===== src/rtl/mdac_code_loader.sv =====
// Serial-to-parallel DAC code loader: captures an MSB-first frame framed by sen,
// holds the assembled code until the downstream stage accepts it, and flags framing errors.
module mdac_code_loader #(
  parameter int unsigned WIDTH = 8
) (
  input  logic             clk,
  input  logic             reset,
  input  logic             sen,
  input  logic             sdi,
  input  logic             out_ready,
  input  logic             err_clr,
  output logic [WIDTH-1:0] code_out,
  output logic             out_valid,
  output logic             busy,
  output logic             err_short,
  output logic             err_overrun
);

  localparam int unsigned CntW = $clog2(WIDTH + 1);
  localparam logic [CntW-1:0] LastCnt = CntW'(WIDTH - 1);

  typedef enum logic [1:0] {StIdle, StShift, StHold} state_e;

  state_e             r_state, w_state;
  logic               r_sen_d;
  logic [WIDTH-1:0]   r_shift, w_shift;
  logic [CntW-1:0]    r_cnt, w_cnt;
  logic [WIDTH-1:0]   r_code, w_code;
  logic               r_valid, w_valid;
  logic               r_busy, w_busy;
  logic               r_err_short, w_err_short;
  logic               r_err_ovr, w_err_ovr;
  logic               w_frame_start;
  logic               w_set_short;
  logic               w_set_ovr;
  logic [WIDTH-1:0]   w_shifted;

  assign w_frame_start = sen & ~r_sen_d;
  assign w_shifted     = {r_shift[WIDTH-2:0], sdi};

  always_comb begin
    w_state     = r_state;
    w_shift     = r_shift;
    w_cnt       = r_cnt;
    w_code      = r_code;
    w_valid     = r_valid;
    w_set_short = 1'b0;
    w_set_ovr   = 1'b0;
    unique case (r_state)
      StIdle: begin
        if (w_frame_start) begin
          w_shift = {{(WIDTH-1){1'b0}}, sdi};
          w_cnt   = CntW'(1);
          w_state = StShift;
        end
      end
      StShift: begin
        if (sen) begin
          w_shift = w_shifted;
          if (r_cnt == LastCnt) begin
            w_code  = w_shifted;
            w_valid = 1'b1;
            w_cnt   = '0;
            w_state = StHold;
          end else begin
            w_cnt = r_cnt + CntW'(1);
          end
        end else begin
          // Early sen drop: partial word is discarded, previous code kept.
          w_set_short = 1'b1;
          w_shift     = '0;
          w_cnt       = '0;
          w_state     = StIdle;
        end
      end
      StHold: begin
        // sdi is ignored here; a rising sen on the accepting edge is not a frame start.
        w_set_ovr = sen;
        if (r_valid && out_ready) begin
          w_valid = 1'b0;
          w_state = StIdle;
        end
      end
      default: w_state = StIdle;
    endcase
    w_busy      = (w_state != StIdle);
    w_err_short = w_set_short | (r_err_short & ~err_clr);
    w_err_ovr   = w_set_ovr | (r_err_ovr & ~err_clr);
  end

  always_ff @(posedge clk or negedge reset) begin
    if (!reset) begin
      r_state     <= StIdle;
      r_sen_d     <= 1'b0;
      r_shift     <= '0;
      r_cnt       <= '0;
      r_code      <= '0;
      r_valid     <= 1'b0;
      r_busy      <= 1'b0;
      r_err_short <= 1'b0;
      r_err_ovr   <= 1'b0;
    end else begin
      r_state     <= w_state;
      r_sen_d     <= sen;
      r_shift     <= w_shift;
      r_cnt       <= w_cnt;
      r_code      <= w_code;
      r_valid     <= w_valid;
      r_busy      <= w_busy;
      r_err_short <= w_err_short;
      r_err_ovr   <= w_err_ovr;
    end
  end

  assign code_out    = r_code;
  assign out_valid   = r_valid;
  assign busy        = r_busy;
  assign err_short   = r_err_short;
  assign err_overrun = r_err_ovr;

endmodule


===== config.mk =====
export PLATFORM = sky130hd
export DESIGN_NAME = mdac_code_loader
export DESIGN_NICKNAME = d
export VERILOG_FILES = /design/src/rtl/mdac_code_loader.sv
export SDC_FILE = /design/constraint.sdc
export NUM_CORES = 1
export LEC_CHECK = 0
export ABC_AREA = 1
export CAP_MARGIN = 0
export CELL_PAD_IN_SITES_DETAIL_PLACEMENT = 1
export CELL_PAD_IN_SITES_GLOBAL_PLACEMENT = 2
export CORE_ASPECT_RATIO = 0.8
export CORE_MARGIN = 8
export CORE_UTILIZATION = 30
export DETAILED_ROUTE_END_ITERATION = 6
export PLACE_DENSITY = 0.75
export SYNTH_ARGS = -nofsm -noshare
export SYNTH_HDL_FRONTEND = slang
export SYNTH_SLANG_ARGS = --single-unit

===== constraint.sdc =====
create_clock -name clk -period 1.65 [get_ports clk]
set_input_delay 0.495 -clock clk [delete_from_list [all_inputs] [get_ports clk]]
set_output_delay 0.495 -clock clk [all_outputs]
set_load 0.05 [all_outputs]

# After elaboration in Yosys (flattened, before gate mapping)
# Index checks and enable logic that the tools add are counted.
# totals
regBits	26
elab_cells	51
# op_classes
add_sub_neg	1
eq_ne	7
bitwise	7
reduce_logical	8
n_mux	19
# op_table
op	count
two-way mux 7 bit	2
case mux 7 bit (2 select lines)	1
two-way mux 4 bit	3
two-way mux 2 bit	4
inequality test 2 bit (second input constant)	4
case mux 4 bit (2 select lines)	1
two-way mux 1 bit	6
case mux 2 bit (3 select lines)	1
nonzero test 2 bit	3
adder 4 x 1 -> 4 bit (second input constant)	1
== test 4 x 3 -> 1 bit (second input constant)	1
AND reduction 4 bit	1
bitwise AND 1 bit	3
AND reduction 3 bit	1
== test 2 x 1 -> 1 bit (second input constant)	1
== test 2 bit (second input constant)	1
logical NOT 2 bit	1
NOT 1 bit	2
OR 1 bit	2
case mux 1 bit (2 select lines)	1
AND reduction 2 bit	1
logical AND 1 bit	1

# Longest topological paths before layout
# depth
depth_word	5
ltp_mapped	6
depth_no_buf	6

# Worst setup path after synthesis
# OpenSTA, ideal clock, no wires.
# synth_timing
path_kind	reg2reg
startpoint	register r_cnt[0]
endpoint	register r_busy (netlist: busy)
arrival_ps	1027
stages_incl_launch_ff	7
path_slack_ps	501
path_cell_list	dfrtp_1 > ha_1 > nand2_1 > nor2_2 > nor2_1 > nor2_2 > nand2_1
# synth_via
elab_chain_len	5
# synth_rtl
element	line_no	text
from (decl)	27	logic [CntW-1:0] r_cnt, w_cnt;
from (signal assigned)	106	r_cnt <= w_cnt;
== test 4 x 3 -> 1 bit	60	if (r_cnt == LastCnt) begin
two-way mux 2 bit	60	
two-way mux 2 bit	58	if (sen) begin
case mux 2 bit (3 select lines)	49	unique case (r_state)
nonzero test 2 bit	86	w_busy = (w_state != StIdle);
named net w_busy	30	logic r_busy, w_busy;
to (signal assigned)	109	r_busy <= w_busy;
to (decl)	30	
# The timed path passes the listed nets, and every way through them passes these cells.
# A chain may end at the register's enable or synchronous reset.

# Worst setup path after layout
# layout_timing
startpoint	input sen
endpoint	register r_shift[2]
# layout_via
elab_chain_len	3
word_cells_on_any_way	5
classes_between	eq/ne: 1; mux: 2; bitwise: 1; reduce/logical: 1
# layout_rtl
element	line_no	text
from (decl)	8	input logic sen,
bitwise AND 1 bit	38	assign w_frame_start = sen & ~r_sen_d;
inequality test 2 bit (no line)	n/a	
AND reduction 2 bit (no line)	n/a	
to (signal assigned)	105	r_shift <= w_shift;
to (decl)	26	logic [WIDTH-1:0] r_shift, w_shift;
# Parallel ways exist; a longest one is shown, timed or not.

==> summary.txt <==
Worst setup path
  • CP required: 1.81 ns
  • Crit start category: primary input
  • Crit Path Class: in2reg
  • Crit. End Element: flop
  • Flop2flop setup slack: slightly above 0.3 ns
  • CP Data Arrival Time: 1.60 ns
  • Worst-case reg-to-reg path depth: 6
  • Worst-path maximum fanout: 8
  • Worst r2r dst: busy
  • Reg2reg start: r_cnt[0]

Timing
  • Clk_skew: 0.00621 ns
  • Slew Viols, Final: 0
  • Final Hold Viols: 0
  • Slew headroom: 65.0%
  • Period minus WS final: approximately 1.4 ns
  • Fmax achieved: 698 MHz
  • Endpoints failing setup: 0
  • Final hold slack: between 0.4 and 0.5 ns
  • Least-Margin Pin Slew: 0.524 ns
  • Final Cycle Share: 86.8%
  • Final worst slack: 0.217 ns
  • RSZ-0062 raised after global routing: false

Synth
  • Post-synth top flop: dfrtp_1
  • Synth warn: 0
  • Synth cell count leaders: nand2_1, dfrtp_1, nand3_1
  • Mapped Cells: 134
  • Yosys top cell area share: 57.3%
  • Most frequent cell after synthesis: nand2_1
  • Async S/R FF share, synth: 100%
  • Post-synth top area cell: dfrtp_1
  • Syn_area_per_cell: around 8.5 um^2
  • #FFs+latches synth: 26
  • Distinct cells, synth: 16
  • Post-Syn Area: 1130 um^2
  • Seq/Total Area, Yosys: 57.3%
  • Syn Nets: 141
  • EDFF count, synth: 0
  • Dominant cells by area after synthesis: dfrtp_1, nand2_1, nand3_1, inv_1, nor2_1

Global route
  • First-pass GRT wire length: 4890 um
  • Global route overflow: 0
  • Initial antenna violation count: 0
  • GRT Util Overall: 10.1%
  • Vias in the first global route: just over 1k
  • Pin count of the biggest net entering global routing: 27

Placement
  • # port buffers: 17
  • Placement-stage worst setup slack: -0.0769 ns
  • Placer congestion estimate: 0.722
  • HPWL after DPL: 2100 um
  • Area after DPL: 1520 um^2

Clock network
  • CTS Buf Count: 3
  • Clock buffer depth: 2
  • Root Buffer: clkbuf_8
  • CTS tree: done
  • PostCTS Resize Cnt: 0
  • Post-CTS setup buffer count: 0
  • CTS Hold Bufs: 0
  • H-tree Lvls: 1
  • CTS sink count: 26
  • Reg clk slew, reported paths: 0.10 ns
  • Clk Latency, worst-skew pair: 0.28 ns

Drt
  • 1st-pass router iterations: 4
  • Total number of vias: 928
  • Via density: 4.55
  • Routed WL: 2810 um
  • Final ANT Viol Nets: 0
  • DRC: 0
  • Initial DRC count: just under 60
  • WL/cell: about 14 um

Final layout
  • Final design utilization: 42.9%
  • Footprint of the multi-input gates: 420 um^2
  • Fraction of layout cells with a size suffix above 1: 20.6%
  • Post-route cell area: 1590 um^2
  • Area Overhead vs Synth: 40.0%
  • Register area: 651 um^2
  • Nets@finish: 168
  • ANT cells: 0
  • Filler instances: 443

Floorplan
  • Row count: 20
  • Initial core utilization: a little under a third
  • Boundary Pins: 18
  • Die Wd: 84.8 um
  • Placeable Area: around 3700 um^2
  • Die H: 71.0 um
  • Die area: 6020 um^2

Outcome
  • Status: complete, no violations

Job
  • Max Cap Viol: 0

Power
  • Worst vdd ir: 352 uV
  • PwrDens: 993 nW/um^2
  • Pwr Total: 1580 uW
  • LEAKAGE: 0.000844 uW

Min path
  • Hold Crit Class: reg2reg
  • Hold path depth: 2
  • Min-delay src: r_shift[6]
  • Worst Hold End: code_out[7]
-- flip-flops by register name, indices dropped and copies added (netlist names) --
name	cells
r_shift	7
busy	1
r_cnt	4
r_sen_d	1
out_valid	1
r_state	2
err_overrun	1
code_out	8
err_short	1
-- cells by family (layout without fill, tap and decap cells) --
logic type               after synthesis  after routing  synth area share, %
flip-flops                            26             26                 57.3
AND/OR/NAND/NOR                       88             88                 33.6
AO/OA/AOI/OAI                          3              3                 1.54
XOR/XNOR                               1              1                0.772
adder cells (fa/ha/maj)                1              1                 1.10
buffers and inverters                 15             41                 5.62
-- power by group --
group	switching, uW	total [uW]	internal (uW)
clock network	215	540	325
registers	56.9	744	687
logic	166	295	128
total	438	1580	1140
-- critical path, cell delays in order --
cell and delay, ns:
clkdlybuf4s50_1 0.55, inv_2 0.05, nor2_1 0.09, nand2_1 0.09
buf_4 0.18, nand3_1 0.08, nand2_1 0.07
-- per-stage QoR --
stage / setup TNS [ns] / instances
5_1_grt: 0 / 204
3_3_place_gp: -0.569 / 200
6_report: 0 / 204
2_1_floorplan: 0 / 134
4_1_cts: 0 / 204
3_5_place_dp: -1.19 / 200
-- layer usage --
metal	part of all wire, %	GRT usage [%]
met5	0	0
met1	48	12.6
met3	4.3	3.36
met2	48	16.7
met4	0.28	1.77
-- cell usage in the layout, fill, tap and decap left out, types with 2 or more instances in the layout --
cell type	instances
nand3_1	13
clkdlybuf4s50_1	5
inv_2	4
dfrtp_1	26
nand2_1	61
nor2_1	7
clkbuf_8	3
buf_12	12
nor2_2	2
o22ai_1	2
inv_1	9
buf_4	7
nand3_2	2
-- worst max-delay path by stage --
| stage | start | end | slack (ns) | cells after the start |
|---|---|---|---|---|
| floorplan | r_cnt[0] | busy | 0.50 | 6 |
| global placement | sen | r_shift[3] | -0.05 | 7 |
| detailed placement | sen | r_shift[5] | -0.08 | 7 |
| CTS | sen | r_shift[3] | 0.21 | 7 |
| global route | sen | r_shift[3] | 0.14 | 7 |
| finish | sen | r_shift[2] | 0.22 | 7 |
-- area by class of cell --
class,count,share of cell area [%]
Inverter,13,3.07
Timing Repair Buffer,24,21.6
Tap cell,44,3.46
Clock buffer,3,2.60
Multi-Input combinational cell,93,26.5
Clock inverter,1,1.89
Sequential cell,26,40.9
(Power assumes the default switching activity.)
